### config.mk
export PLATFORM = sky130hd
export DESIGN_NAME = barrett_reduce_pipe
export DESIGN_NICKNAME = d
export VERILOG_FILES = /design/src/rtl/barrett_reduce_pipe.sv
export SDC_FILE = /design/constraint.sdc
export NUM_CORES = 1
export LEC_CHECK = 0
export ABC_AREA = 1
export BUFFER_PORTS_ARGS = -buffer_cell sky130_fd_sc_hd__buf_4
export CORE_MARGIN = 2
export CORE_UTILIZATION = 41
export DETAILED_ROUTE_END_ITERATION = 8
export PLACE_DENSITY_LB_ADDON = 0.3
export SYNTH_ARGS = -nofsm -noshare
export SYNTH_HDL_FRONTEND = slang
export SYNTH_SLANG_ARGS = --single-unit
### constraint.sdc
create_clock -name clk -period 7.9 [get_ports clk]
set_input_delay 0.79 -clock clk [delete_from_list [all_inputs] [get_ports clk]]
set_output_delay 0.79 -clock clk [all_outputs]
set_load 0.005 [all_outputs]
### src/rtl/barrett_reduce_pipe.sv
// 3-stage Barrett reduction mod q=3329: emits total_sum = r - q in [-q, q) for a 24-bit product.
// Optional out_range_err flag (in_a >= q*q) enabled by defining BARRETT_RANGE_CHECK_EN.
module barrett_reduce_pipe #(
    parameter int TAG_W     = 8,
    parameter int Q         = 3329,
    parameter int BARRETT_M = 20158,
    parameter int BARRETT_K = 26
) (
    input  logic             clk,
    input  logic             rst,
    input  logic             in_valid,
    output logic             in_ready,
    input  logic [23:0]      in_a,
    input  logic [TAG_W-1:0] in_tag,
    output logic             out_valid,
    input  logic             out_ready,
    output logic [12:0]      out_total_sum,
`ifdef BARRETT_RANGE_CHECK_EN
    output logic             out_range_err,
`endif
    output logic [TAG_W-1:0] out_tag
);
    localparam logic [14:0] M_C   = 15'(BARRETT_M);
    localparam logic [11:0] Q_C   = 12'(Q);
    localparam logic [23:0] QSQ_C = 24'(Q * Q);

    logic             w_adv;
    logic             w_acc;
    logic [12:0]      w_t;
    logic [24:0]      w_tq;
    logic [13:0]      w_r;
    logic [13:0]      w_sum;
    logic             w_unused;

    logic [3:1]       r_vld_pipe;
    logic [38:0]      r_p1;
    logic [13:0]      r_a1;
    logic [13:0]      r_a2;
    logic [13:0]      r_tq2;
    logic [12:0]      r_sum3;
    logic [TAG_W-1:0] r_tag1;
    logic [TAG_W-1:0] r_tag2;
    logic [TAG_W-1:0] r_tag3;

    // Whole pipe freezes on output stall; bubbles are not squeezed out.
    assign w_adv = ~r_vld_pipe[3] | out_ready;
    assign w_acc = in_valid & w_adv;

    assign w_t   = r_p1[BARRETT_K +: 13];
    assign w_tq  = 25'(w_t) * 25'(Q_C);
    // r < 1.25q fits in 14 bits, so only the low bits of a and t*q matter.
    assign w_r   = r_a2 - r_tq2;
    assign w_sum = w_r - 14'(Q_C);

    assign w_unused = &{1'b0, r_p1[BARRETT_K-1:0], w_tq[24:14], w_sum[13]};

    always_ff @(posedge clk or posedge rst) begin
        if (rst) begin
            r_vld_pipe <= '0;
            r_p1       <= '0;
            r_a1       <= '0;
            r_a2       <= '0;
            r_tq2      <= '0;
            r_sum3     <= '0;
            r_tag1     <= '0;
            r_tag2     <= '0;
            r_tag3     <= '0;
        end else if (w_adv) begin
            r_vld_pipe <= {r_vld_pipe[2:1], w_acc};
            r_p1       <= 39'(in_a) * 39'(M_C);
            r_a1       <= in_a[13:0];
            r_tag1     <= in_tag;
            r_a2       <= r_a1;
            r_tq2      <= w_tq[13:0];
            r_tag2     <= r_tag1;
            r_sum3     <= w_sum[12:0];
            r_tag3     <= r_tag2;
        end
    end

`ifdef BARRETT_RANGE_CHECK_EN
    logic r_re1;
    logic r_re2;
    logic r_re3;

    always_ff @(posedge clk or posedge rst) begin
        if (rst) begin
            r_re1 <= 1'b0;
            r_re2 <= 1'b0;
            r_re3 <= 1'b0;
        end else if (w_adv) begin
            r_re1 <= (in_a >= QSQ_C);
            r_re2 <= r_re1;
            r_re3 <= r_re2;
        end
    end

    assign out_range_err = r_re3;
`endif

    assign in_ready      = w_adv;
    assign out_valid     = r_vld_pipe[3];
    assign out_total_sum = r_sum3;
    assign out_tag       = r_tag3;
endmodule

## After elaboration in Yosys (flattened, before gate mapping)

Cells that the tools add are included.
Widths: inputs -> output; s select.

| storage, ports and cells | value |
|---|---|
| flip-flop bits (word level) | 117 |
| input port bits | 36 |

| cells by class | value |
|---|---|
| $add $sub $neg | 2 |
| multiply operators | 2 |
| bitwise logic cells | 3 |

Operators by type and width:

| operator | number |
|---|---|
| $mul 24x14->38 const B | 1 |
| $mul 13x12->13 const B | 1 |
| $sub 13x12->13 const B | 1 |
| $sub 13x13->13 | 1 |
| $and 1x1->1 | 1 |
| $not 1->1 | 1 |
| $or 1x1->1 | 1 |

## Logic depth before layout (Yosys ltp)

| logic depth | value |
|---|---|
| depth in word-level cells | 3 |
| depth in mapped cells | 24 |

## Worst setup path before layout

Ideal clock, no wire load.

| timing | value |
|---|---|
| path kind | input to register |
| start point | input in_a[21] |
| end point | register r_p1[34] |
| arrival time | 5.181 ns |
| path slack | 2.601 ns |
| cell stages on the path | 21 |
| path through | inv_1 > fa_1 > fa_1 > inv_1 > fa_1 > fa_1 > fa_1 > inv_1 > fa_1 > inv_1 > ha_1 > nand2_1 > inv_1 > nand2_1 > nand2_1 > a21oi_1 > nor2_1 > nor2_1 > nand3_1 > nand3_1 > nand2_1 |

| on the way | value |
|---|---|
| longest elaborated chain between the ends | 1 |

Ends and longest elaborated chain:

| what | line | source |
|---|---|---|
| start: declaration | 13 | `input logic [23:0] in_a,` |
| $mul 24x14->38 | 70 | `r_p1 <= 39'(in_a) * 39'(M_C);` |
| end signal: assignment | 70 |  |
| end: declaration | 36 | `logic [38:0] r_p1;` |

No other way between the ends.
A chain may end at the register's enable or synchronous reset.

## Worst setup path after layout

| timing | value |
|---|---|
| start point | input in_a[21] |
| end point | register r_p1[37] |

Same word-level chain as after synthesis.

==> impl_metrics.yaml <==
run_status:
  outcome: "finished clean"
sta:
  finalClockSkew_ns: 0.00784
  setup_viol: 0
  finalHoldViolations: 0
  slew_headroom_pct: 38.2
  tns_ns: 0
  rsz0062_at_grt: "false"
  fin_crit_ns: 5.38
  finalCritPeriodShare_pct: 68.2
  maxSlewViolCount: 0
  layout_setup_ws_ns: 2.52
  fmaxAchievable_ghz: 0.186
  worstMarginPinSlew_ns: 0.927
drt:
  antenna_left: 0
  drt_iter0_drc: 398
  drc: 0
  first_pass_iters: 5
  num_vias: 8635
  wl_per_cell_um: 14.2
  via_per_inst: 4.75
  wirelength_um: 25800
yosys:
  synth.yosys.seq_area_share_pct: 20.1
  netlist_area_sq_um: 11500
  ys_ff_latch: 92
  yosys_warnings: 0
  synth_cells: 1384
  synth_area_per_cell_sq_um: 8.28
  synth_nets: 1731
  ys_types: 31
global_route:
  use_met2_pct: 34.5
  grt-ovfl-total: 0
  met1_usage_pct: 24.8
  grt_max_degree: 93
  grt_use_total_pct: 19.2
  busiest_layer: "met2"
  grt_pass1_wl_um: 44600
  grt_use_met3_pct: 1.48
  grt_pass1_vias: 9255
  antenna_found_initial: 0
worst_setup_path:
  crit_slowest_cell: "fa_1"
  crit_fanout: 5
  crit_top_cell: "fa_1"
  cp-start-kind: "primary input"
  cpLargestDelayFamily: "adder cells"
  crit_path_max_incr_delay_ns: 0.54
  arrival_ns: 5.62
  required_ns: 8.14
  crit_buf_inv: 5
  worstPathCellList: "buf_4 > inv_1 > fa_1 > fa_1 > inv_1 > fa_1 > fa_1 > fa_1 > inv_1 > fa_1 > inv_1 > ha_1 > nand2_1 > nor2_1 > nand2_1 > nor2_2 > nand3_1 > nand3_1 > nand2_1 > nand3_1 > nand2_1"
  crit_path_end_kind: "flip-flop"
  crit_type: "primary input to flip-flop"
floorplan:
  die_h_um: 171
  dieArea_sq_um: 29300
  ioPinCount: 59
  initial_core_util_pct: 41.5
  row_count: 61
  die_w_um: 171
  core_sq_um: 27600
clocking:
  clockBufferDepth: 2
  cts_sinks: 92
  clk_latency_ns: 0.35
  clock-root-buffer: "clkbuf_16"
  cts_buffers: 9
  cts_hold_buffers: 0
  cts_setup_buffers: 0
  cts_resized: 0
  clk_pin_slew_worst_paths_ns: 0.07
  cts_tree: "done"
  htreeDepth: 3
hold_path:
  hold_path.class: "primary input to asynchronous set/reset pin"
placement:
  numPortBuffers: 58
  place.gp.congestion: 0.881
  dp.cells: 1803
  dp_slack_ns: 2.17
  hpwl_um: 22000
final_layout:
  n_antenna_cell: 0
  drive_above_1_share_pct: 7.44
  seq_area_sq_um: 2300
  nets: 1783
  fillCellCount: 2813
  multiInputGateArea_sq_um: 7910
  fin_cells: 1817
  area_growth_pct: 9.94
job:
  max_cap_violations: 0
per-stage QoR:
stage	area [sq um]	utilization, %	hold WS, ns
global placement	12300	44.5	0.431
CTS	12600	45.6	0.386
detailed placement	12300	44.5	0.446
finish	12600	45.6	0.389
floorplan	11500	-	0.420
global route	12600	45.6	0.411
worst paths after layout:
path / from / to / slack (ns) / cells past startpoint
min in group clk: r_vld_pipe[2] / r_vld_pipe[3] / 0.45 / 2
max in group asynchronous: rst / r_a2[6] / 6.28 / 3
setup / recovery: in_a[21] / r_p1[37] / 2.52 / 21
setup reg to reg: r_p1[27] / r_tq2[12] / 4.86 / 12
hold / removal: rst / out_tag[4] / 0.39 / 2
hold reg to reg: r_vld_pipe[2] / r_vld_pipe[3] / 0.45 / 2
synth_stat cells, drive strengths merged:
| cell type | n | share of area, % |
|---|---|---|
| a21oi | 35 | 1.6 |
| a31oi | 5 | 0.27 |
| buf | 11 | 0.48 |
| clkbuf | 9 | 0.29 |
| dfrtp | 92 | 20 |
| fa | 149 | 26 |
| ha | 162 | 18 |
| inv | 310 | 10 |
| nand2 | 373 | 12 |
| nand3 | 44 | 1.9 |
| nand3b | 4 | 0.26 |
| nand4 | 10 | 0.55 |
| nor2 | 79 | 2.9 |
| nor3 | 6 | 0.31 |
| nor4 | 2 | 0.22 |
| o2111ai | 1 | 0.076 |
| o21ai | 65 | 2.8 |
| o21bai | 10 | 0.66 |
| or2 | 2 | 0.11 |
| xnor2 | 7 | 0.54 |
| xor2 | 8 | 0.61 |
area by class of cell:
| cell class | instances | area share (%) |
|---|---|---|
| multi-input combinational | 962 | 62.8 |
| tap | 378 | 3.76 |
| clock inverter | 5 | 0.497 |
| timing repair buffer | 61 | 3.64 |
| inverter | 310 | 9.25 |
| sequential | 92 | 18.3 |
| clock buffer | 9 | 1.79 |
state kept, by name, summed over array words and instances, names as in the netlist:
| name | count |
|---|---|
| r_tag2 | 8 |
| r_tag1 | 8 |
| r_a2 | 13 |
| r_a1 | 13 |
| out_total_sum | 13 |
| r_p1 | 13 |
| r_vld_pipe | 3 |
| out_tag | 8 |
| r_tq2 | 13 |
routing by layer:
| layer | vias to the layer above | part of all wire [%] | wire length, um |
|---|---|---|---|
| li1 | 4314 | - | - |
| met1 | 4146 | 46 | 11900 |
| met2 | 134 | 50 | 12900 |
| met5 | - | 0 | 0 |
| met4 | 0 | 2.1 | 551 |
| met3 | 41 | 2.2 | 579 |
kinds of logic (layout without fill, tap and decap cells):
logic type / count (synthesis) / after routing / share of synthesized area (%)
simple gates: 520 / 520 / 18.7
compound gates: 116 / 116 / 5.44
xor+xnor: 15 / 15 / 1.15
flops: 92 / 92 / 20.1
fa+ha+maj: 311 / 311 / 43.7
buf+inv: 330 / 385 / 10.9
placed cells by master, fill, tap and decap left out, types with 33 or more instances in the layout:
cell       n
inv_1    305
nand2_1  367
buf_4     61
nor2_1    64
nand3_1   44
o21ai_0   61
a21oi_1   33
ha_1     162
dfrtp_1   92
fa_1     149
Power is left out: the tool's default activity adds up to more than one toggle a clock period on the data nets, which glitch-free logic cannot reach.
